## config.mk

```make
export PLATFORM = sky130hd
export DESIGN_NAME = micro_ondas_ctrl_p
export DESIGN_NICKNAME = d
export VERILOG_FILES = /design/src/rtl/micro_ondas_ctrl_p.sv
export SDC_FILE = /design/constraint.sdc
export NUM_CORES = 1
export LEC_CHECK = 0
export ABC_AREA = 1
export CORE_AREA = 2 2 88 90
export DETAILED_ROUTE_END_ITERATION = 6
export DIE_AREA = 0 0 90 92
export SYNTH_ARGS = -nofsm -noshare
export SYNTH_HDL_FRONTEND = slang
export SYNTH_SLANG_ARGS = --single-unit
export TNS_END_PERCENT = 50
```

## constraint.sdc

```tcl
create_clock -name clk -period 3.5 [get_ports clk]
set_input_delay 1.05 -clock clk [delete_from_list [all_inputs] [get_ports clk]]
set_output_delay 1.05 -clock clk [all_outputs]
set_load 0.005 [all_outputs]
```

## src/rtl/micro_ondas_ctrl_p.sv

```systemverilog
// Microwave-oven controller: BCD cooking-time countdown with pause/resume, cancel,
// quarter-second heater power modulation and end-of-cycle buzzer.
module micro_ondas_ctrl_p #(
   parameter int unsigned DIGITOS  = 3,
   parameter int unsigned TICK_DIV = 1000,
   parameter int unsigned BEEP_SEG = 3
) (
   input  logic                   clk,
   input  logic                   rst_n,
   input  logic [4*DIGITOS-1:0]   tempo,
   input  logic                   conf,
   input  logic                   cancela,
   input  logic                   porta,
   input  logic [1:0]             potencia,
   output logic [4*DIGITOS-1:0]   leds,
   output logic                   luz,
   output logic                   motor,
   output logic                   aquec,
   output logic                   som,
   output logic [2:0]             est
);

   localparam int unsigned W  = 4 * DIGITOS;
   localparam int unsigned PW = (TICK_DIV > 1) ? $clog2(TICK_DIV) : 1;

   localparam logic [PW-1:0] PreMax  = PW'(TICK_DIV - 1);
   localparam logic [PW-1:0] Quarter = PW'(TICK_DIV / 4);
   localparam logic [3:0]    BipMax  = 4'(BEEP_SEG - 1);

   typedef enum logic [2:0] {
      StOcioso     = 3'd0,
      StCozinhando = 3'd2,
      StPausado    = 3'd3,
      StFim        = 3'd4
   } state_t;

   state_t         state_q, state_d;
   logic [W-1:0]   cnt_q, cnt_d;
   logic [PW-1:0]  pre_q, pre_d;
   logic [3:0]     bip_q, bip_d;
   logic [1:0]     pot_q, pot_d;

   logic           tick;
   logic [W-1:0]   cnt_dec;
   logic           start_ok;

   function automatic logic tempo_ok(input logic [W-1:0] t);
      logic ok;
      ok = 1'b1;
      for (int i = 0; i < DIGITOS; i++) begin
         if (t[4*i +: 4] > 4'd9) ok = 1'b0;
      end
      return ok;
   endfunction

   // Ripple-borrow BCD decrement: a 0 digit becomes 9 and keeps borrowing.
   function automatic logic [W-1:0] bcd_dec(input logic [W-1:0] v);
      logic [W-1:0] r;
      logic         borrow;
      r      = v;
      borrow = 1'b1;
      for (int i = 0; i < DIGITOS; i++) begin
         if (borrow) begin
            if (v[4*i +: 4] == 4'd0) begin
               r[4*i +: 4] = 4'd9;
            end else begin
               r[4*i +: 4] = v[4*i +: 4] - 4'd1;
               borrow      = 1'b0;
            end
         end
      end
      return r;
   endfunction

   assign tick     = (pre_q == PreMax);
   assign cnt_dec  = bcd_dec(cnt_q);
   assign start_ok = conf && tempo_ok(tempo) && (tempo != '0);

   always_comb begin
      state_d = state_q;
      cnt_d   = cnt_q;
      pre_d   = pre_q;
      bip_d   = bip_q;
      pot_d   = pot_q;
      unique case (state_q)
         StOcioso: begin
            cnt_d = '0;
            if (!cancela && !porta && start_ok) begin
               state_d = StCozinhando;
               cnt_d   = tempo;
               pre_d   = '0;
               pot_d   = potencia;
            end
         end
         StCozinhando: begin
            // Pausing holds cnt/pre so a coincident tick is not lost.
            if (cancela || porta) begin
               state_d = StPausado;
            end else if (tick) begin
               pre_d = '0;
               cnt_d = cnt_dec;
               if (cnt_dec == '0) begin
                  state_d = StFim;
                  bip_d   = '0;
               end
            end else begin
               pre_d = pre_q + PW'(1);
            end
         end
         StPausado: begin
            if (cancela) begin
               state_d = StOcioso;
               cnt_d   = '0;
            end else if (!porta && conf) begin
               state_d = StCozinhando;
               pot_d   = potencia;
            end
         end
         StFim: begin
            cnt_d = '0;
            if (cancela || porta) begin
               state_d = StOcioso;
            end else if (tick) begin
               pre_d = '0;
               if (bip_q == BipMax) state_d = StOcioso;
               else                 bip_d   = bip_q + 4'd1;
            end else begin
               pre_d = pre_q + PW'(1);
            end
         end
         default: begin
            state_d = StOcioso;
            cnt_d   = '0;
         end
      endcase
   end

   always_ff @(posedge clk or negedge rst_n) begin
      if (!rst_n) begin
         state_q <= StOcioso;
         cnt_q   <= '0;
         pre_q   <= '0;
         bip_q   <= '0;
         pot_q   <= '0;
      end else begin
         state_q <= state_d;
         cnt_q   <= cnt_d;
         pre_q   <= pre_d;
         bip_q   <= bip_d;
         pot_q   <= pot_d;
      end
   end

   assign leds  = cnt_q;
   assign motor = (state_q == StCozinhando);
   assign aquec = (state_q == StCozinhando) && ((pre_q / Quarter) <= PW'(pot_q));
   assign som   = (state_q == StFim);
   // Light follows the door combinationally.
   assign luz   = porta || (state_q == StCozinhando);
   assign est   = state_q;

endmodule

```

==> results.tsv, run 1 <==
metric	value	unit
dominant_register_cell_in_the_synthesized_netlist	sky130_fd_sc_hd__dfrtp_1	
worst_hold_path_type	reg2reg	
static-leakage-power	1.62	nW
required	2.45	ns
layout-area-overhead-vs-synth	32.7	%
gp_congestion	0.899	
dpl.cell_count	535	
number_of_max_capacitance_violations_reported	0	
drt-vias-per-instance	4.82	
measured_slew_at_the_worst_slew_check_pin	0.495	ns
synth_top_cell_by_area	sky130_fd_sc_hd__dfrtp_1	
dpl-instance-area	3140	um2
num_io_pins	38	
syn-cell-area	2520	um2
via_count_of_the_first_global_routing_pass	2441	
cp.arrival	2.31	ns
floorplan.die.height	92	um
syn-num-nets	408	
path_clk_slew	0.06	ns
drt.antenna.violating_nets	0	
timing_hold_violations_final	0	
criticalPathCategory	reg2out	
yosysWarnings	0	
gr-total-overflow	0	
cts-htree-levels	2	
wire_length_of_the_first_global_routing_pass	11.4	mm
die_area	8280	um2
min_tclk_post_route	3.36	ns
hold_path_end	pot_q[0]$_DFFE_PN0P_	
proportion_of_layout_cells_with_a_drive_suffix_above_1	17.2	%
synth.top_cell.area_share	30.8	%
reg2reg_setup_slack	1.38	ns
clock_insertion_delay_worst_skew	0.29	ns
largest_cells_by_area_after_synthesis	sky130_fd_sc_hd__dfrtp_1 (31%), sky130_fd_sc_hd__nand2_1 (16%), sky130_fd_sc_hd__inv_1 (7.8%)	
core_region_area	7450	um2
pd_cells	643	nW/um2
mostFrequentLayoutCells	sky130_fd_sc_hd__nand2_1 (106), sky130_fd_sc_hd__inv_1 (50), sky130_fd_sc_hd__clkdlybuf4s50_1 (36), sky130_fd_sc_hd__dfrtp_1 (30), sky130_fd_sc_hd__nand3_1 (27)	
detail_route.first_pass.iterations	4	
cts_root_buf	sky130_fd_sc_hd__clkbuf_8	
std_cell_rows	32	
status	complete, no violations	
wl_per_cell	12.6	um
finalWorstSetupSlack	0.140	ns
top_fanout_value_on_the_critical_path	4	
max-vdd-ir-drop	0.000188	V
antenna_found_initial	0	
unique_masters_post_synth	35	
synth_sequential_area_ratio	30.8	%
antenna_cells_inserted	0	
clock.fmax	298	MHz
synthCells	380	
flops_latches_synth	31	
post-place-ws	-0.139	ns
slew_headroom	66.9	%
cts_buffers	5	
hold_buffers	0	
final.period_utilization	96.0	%
grt_start_max_net_pins	32	
worstHoldPathCells	1	
timing.critical_path.from_type	flip-flop	
fin_cells	545	
num_vias	2629	
rsz0062_at_grt	true	
tns	0	ns
report.power.total	2.15	mW
worstRegToRegCells	12	
hpwl	5.13	mm
groute.usage.overall	17.1	%
nNetsFinal	472	
end_kind	output port	
hold_path.startpoint	pot_q[0]$_DFFE_PN0P_	
cts.path.max_buffers	2	
whs	0.514	ns
drc	0	
drt-total-wl	6.88	mm
final_common_cell	sky130_fd_sc_hd__nand2_1	
initial_utilization	33.8	%
crit-reg2reg-launch	pre_q[5]$_DFFE_PN0P_	
timing.rr.end	leds[4]$_DFFE_PN0P_	
drt_iter0_drc	131	
clock_sink_count	31	
timing.final.max_slew_violations	0	
final_util	44.8	%
cts_tree	yes	
final_cell_area	3340	um2
buffer_ports.inserted	37	
synth.avg_cell_area	6.62	um2
dieWidth	90	um
number_of_enable_flip_flop_cells_after_synthesis	0	
ffs_w_async_s_r_synth	100	%
setup_viol	0	
fin_skew	0.00408	ns
## kinds of logic (layout without fill, tap and decap cells)
group / Yosys count / in the layout / synth area share, %
AND/OR/NAND/NOR: 211 / 211 / 39.5
buffers and inverters: 63 / 126 / 9.99
AO/OA/AOI/OAI: 61 / 61 / 13.4
flip-flops: 31 / 31 / 30.8
adder cells (fa/ha/maj): 9 / 9 / 4.47
XOR/XNOR: 4 / 4 / 1.39
multiplexers: 1 / 1 / 0.447
## cell usage after synthesis, types with 2 or more instances
cell	number
sky130_fd_sc_hd__nand3_1	27
sky130_fd_sc_hd__a21oi_1	15
sky130_fd_sc_hd__a22oi_1	4
sky130_fd_sc_hd__nand2_2	5
sky130_fd_sc_hd__nor3_1	10
sky130_fd_sc_hd__nor2_4	3
sky130_fd_sc_hd__nand4_1	12
sky130_fd_sc_hd__buf_4	2
sky130_fd_sc_hd__inv_1	52
sky130_fd_sc_hd__o21ai_0	32
sky130_fd_sc_hd__xor2_1	4
sky130_fd_sc_hd__nand2_1	109
sky130_fd_sc_hd__inv_4	2
sky130_fd_sc_hd__ha_1	9
sky130_fd_sc_hd__or2_4	2
sky130_fd_sc_hd__dfrtp_1	31
sky130_fd_sc_hd__nor4_1	4
sky130_fd_sc_hd__nor2_1	26
sky130_fd_sc_hd__inv_2	4
sky130_fd_sc_hd__nand2_4	4
sky130_fd_sc_hd__o21ai_1	6
sky130_fd_sc_hd__nor2_2	4
## routing by layer
layer	vias to the layer above	share of wire [%]	global-route usage [%]
li1	1361	-	-
met1	1204	46	20.9
met2	52	49	29.9
met3	12	4.0	3.12
met4	0	1.8	6.54
met5	-	0	0
## repair_timing
item | 4_1_cts | 5_1_grt
resized for setup | 10 | 26
endpoints found under the setup margin | 1 | 1
pin swaps | 2 | 9
setup buffers | 0 | 4
cloned | 0 | 0
## state kept, by name, indices dropped and copies added (netlist names)
| name | cells |
|---|---|
| pot_q | 2 |
| pre_q | 10 |
| bip_q | 4 |
| est | 3 |
| leds | 12 |
## critical path: stages, from the launching register on
cell and delay, ns:
sky130_fd_sc_hd__dfrtp_1 0.41, sky130_fd_sc_hd__inv_2 0.08, sky130_fd_sc_hd__ha_4 0.17, sky130_fd_sc_hd__o21ai_4 0.17, sky130_fd_sc_hd__nand4_1 0.10, sky130_fd_sc_hd__inv_1 0.09, sky130_fd_sc_hd__nand4_1 0.11, sky130_fd_sc_hd__nand2_1 0.08
sky130_fd_sc_hd__inv_1 0.04, sky130_fd_sc_hd__a21oi_2 0.10, sky130_fd_sc_hd__ha_2 0.18, sky130_fd_sc_hd__inv_2 0.03, sky130_fd_sc_hd__a21oi_2 0.11, sky130_fd_sc_hd__a21oi_1 0.05, sky130_fd_sc_hd__nor3_1 0.15, sky130_fd_sc_hd__buf_2 0.13
## cell type report
class	count	area [um2]
Clock buffer	6	72.6
Fill cell	803	4110
Inverter	59	228
Multi-Input combinational cell	286	1590
Sequential cell	31	777
Tap cell	102	128
Timing Repair Buffer	61	546
## worst max path at each step
stage / start / endpoint / slack (ns) / cells after the start
3_5_place_dp: pre_q[3]$_DFFE_PN0P_ / aquec / -0.14 / 11
5_1_grt: pre_q[5]$_DFFE_PN0P_ / aquec / -0.09 / 18
6_report: pre_q[4]$_DFFE_PN0P_ / aquec / 0.14 / 15
3_3_place_gp: pre_q[3]$_DFFE_PN0P_ / aquec / -0.08 / 11
4_1_cts: pre_q[0]$_DFFE_PN0P_ / aquec / 0.01 / 14
2_1_floorplan: pre_q[4]$_DFFE_PN0P_ / aquec / 0.46 / 11
## power by group
group | leakage [nW] | internal [mW] | switching (mW)
Combinational | 1.19 | 0.499 | 0.861
Clock | 0.0371 | 0.132 | 0.133
Sequential | 0.396 | 0.435 | 0.0887
Total | 1.62 | 1.07 | 1.08
(Power assumes the default switching activity.)
==> run 2, diff against run 1 <==
--- a/config.mk
+++ b/config.mk
@@ -7,6 +7,7 @@
 export LEC_CHECK = 0
 export ABC_AREA = 1
 export CORE_AREA = 2 2 88 90
+export CTS_BUF_LIST = sky130_fd_sc_hd__clkbuf_8
 export DETAILED_ROUTE_END_ITERATION = 6
 export DIE_AREA = 0 0 90 92
 export SYNTH_ARGS = -nofsm -noshare
==> results.tsv, run 2 (synthesis results as in run 1) <==
metric	value	unit	change
grt_start_max_net_pins	32		unchanged
nFillCells	803		unchanged
internal_power	1.06	mW	-0.28%
fin_skew	0.00408	ns	unchanged
final_common_cell	sky130_fd_sc_hd__nand2_1		
rsz0062_at_grt	true		
slew_headroom	66.9	%	unchanged
cts-htree-levels	2		unchanged
cp.arrival	2.31	ns	about the same
clock_insertion_delay_worst_skew	0.29	ns	about the same
drt.antenna.violating_nets	0		unchanged
end_kind	output port		
proportion_of_layout_cells_with_a_drive_suffix_above_1	17.2	%	unchanged
top_fanout_value_on_the_critical_path	4		unchanged
die_area	8280	um2	unchanged
num_vias	2629		unchanged
dpl-instance-area	3140	um2	unchanged
swShare	50.4	%	+0.072 points
antenna_cells_inserted	0		unchanged
cts_buffers	5		unchanged
final.period_utilization	96.0	%	unchanged
setup_viol	0		unchanged
seq_power_share	24.4	%	about the same
flip_flop_count_of_the_largest_register_all_copies_and_words_added	12		unchanged
groute.usage.overall	17.1	%	unchanged
report.power.total	2.15	mW	-0.13%
antenna_found_initial	0		unchanged
drt-vias-per-instance	4.82		unchanged
cts_tree	yes		
mostFrequentLayoutCells	sky130_fd_sc_hd__nand2_1 (106), sky130_fd_sc_hd__inv_1 (51), sky130_fd_sc_hd__clkdlybuf4s50_1 (36), sky130_fd_sc_hd__dfrtp_1 (30), sky130_fd_sc_hd__nand3_1 (27)		
timing.final.max_slew_violations	0		unchanged
via_count_of_the_first_global_routing_pass	2441		unchanged
clockPowerShare	12.2	%	about the same
cts.path.max_buffers	2		unchanged
status	complete, no violations		
cts_root_buf	sky130_fd_sc_hd__clkbuf_8		
hold_buffers	0		unchanged
nNetsFinal	472		unchanged
wire_length_of_the_first_global_routing_pass	11.4	mm	unchanged
combinationalPowerShare	63.4	%	about the same
static-leakage-power	1.63	nW	+0.26%
num_io_pins	38		unchanged
initial_utilization	33.8	%	unchanged
whs	0.514	ns	unchanged
timing_hold_violations_final	0		unchanged
hpwl	5.13	mm	unchanged
required	2.45	ns	about the same
max-vdd-ir-drop	0.000188	V	about the same
final_cell_area	3340	um2	unchanged
timing.critical_path.from_type	flip-flop		
switching_power_of_the_nets	1.08	mW	about the same
drc	0		unchanged
gr-total-overflow	0		unchanged
core_region_area	7450	um2	unchanged
dieWidth	90	um	unchanged
wl_per_cell	12.6	um	about the same
number_of_max_capacitance_violations_reported	0		unchanged
clock.fmax	298	MHz	unchanged
worst_hold_path_type	reg2reg		
detail_route.first_pass.iterations	4		unchanged
drt_iter0_drc	131		unchanged
std_cell_rows	32		unchanged
gp_congestion	0.899		unchanged
drt-total-wl	6.88	mm	about the same
pd_cells	643	nW/um2	-0.13%
clock_sink_count	31		unchanged
floorplan.die.height	92	um	unchanged
path_clk_slew	0.06	ns	about the same
layout-area-overhead-vs-synth	32.7	%	unchanged
measured_slew_at_the_worst_slew_check_pin	0.495	ns	unchanged
criticalPathCategory	reg2out		
min_tclk_post_route	3.36	ns	unchanged
buffer_ports.inserted	37		unchanged
-- run 2: changes by cell type in the layout (fill, tap and decap cells not counted) --
cell,before,now
sky130_fd_sc_hd__inv_1,50,51
sky130_fd_sc_hd__clkbuf_1,1,0
-- run 2: final timing paths --
path                                      start                   end  slack (ns)  depth (start not counted)
setup reg to reg           pre_q[5]$_DFFE_PN0P_   leds[4]$_DFFE_PN0P_        1.38                         12
hold reg to reg            pot_q[0]$_DFFE_PN0P_  pot_q[0]$_DFFE_PN0P_        0.51                          1
max in group asynchronous                 rst_n  pre_q[3]$_DFFE_PN0P_        2.01                          2
setup / recovery           pre_q[4]$_DFFE_PN0P_                 aquec        0.14                         15
hold / removal             pot_q[0]$_DFFE_PN0P_  pot_q[0]$_DFFE_PN0P_        0.51                          1
min in group asynchronous                 rst_n   leds[6]$_DFFE_PN0P_        1.17                          2
-- run 2: cell type report --
class / count / area [um2] / area share, %
inverters: 59 / 228 / 6.82
well taps: 102 / 128 / 3.82
multi-input cells: 286 / 1590 / 47.6
clock inverters: 1 / 3.75 / 0.112
flip-flops and latches: 31 / 777 / 23.3
repair buffers: 61 / 546 / 16.3
clock buffers: 5 / 68.8 / 2.06
-- run 2: per-stage QoR --
stage | std cells | setup slack, ns | TNS [ns] | utilization, %
finish | 545 | 0.140 | 0 | 44.8
global route | 545 | -0.0858 | -0.0858 | 44.8
floorplan | 380 | 0.464 | 0 | -
detailed placement | 535 | -0.139 | -0.139 | 42.2
global placement | 535 | -0.0800 | -0.0800 | 42.2
CTS | 541 | 0.0116 | 0 | 43.4
-- run 2: routing by layer --
| metal | track usage [%] | vias up | share of wire (%) |
|---|---|---|---|
| met1 | 20.9 | 1204 | 46 |
| met3 | 3.12 | 12 | 4.0 |
| met2 | 29.9 | 52 | 49 |
| met4 | 6.54 | 0 | 1.8 |
| li1 | - | 1361 | - |
| met5 | 0 | - | 0 |
-- run 2: repair_timing --
action	CTS	global route
resized for setup	10	26
setup endpoints to repair	1	1
setup buffers	0	4
endpoints found under the hold margin	0	0
pin swaps	2	9
-- run 2: power by group through the flow --
| stage | clock (mW) | combinational (mW) | sequential, mW |
|---|---|---|---|
| floorplan | 0 | 0.936 | 0.520 |
| global placement | 0 | 1.35 | 0.529 |
| detailed placement | 0 | 1.35 | 0.529 |
| CTS | 0.275 | 1.36 | 0.523 |
| global route | 0.287 | 1.54 | 0.537 |
| finish | 0.262 | 1.36 | 0.524 |
-- run 2: worst max-delay path, stage by stage, from the launching register on --
cell and delay (ns):
sky130_fd_sc_hd__dfrtp_1 0.41, sky130_fd_sc_hd__inv_2 0.08, sky130_fd_sc_hd__ha_4 0.17, sky130_fd_sc_hd__o21ai_4 0.17, sky130_fd_sc_hd__nand4_1 0.10, sky130_fd_sc_hd__inv_1 0.09
sky130_fd_sc_hd__nand4_1 0.11, sky130_fd_sc_hd__nand2_1 0.08, sky130_fd_sc_hd__inv_1 0.04, sky130_fd_sc_hd__a21oi_2 0.10, sky130_fd_sc_hd__ha_2 0.18, sky130_fd_sc_hd__inv_2 0.03
sky130_fd_sc_hd__a21oi_2 0.11, sky130_fd_sc_hd__a21oi_1 0.05, sky130_fd_sc_hd__nor3_1 0.15, sky130_fd_sc_hd__buf_2 0.13
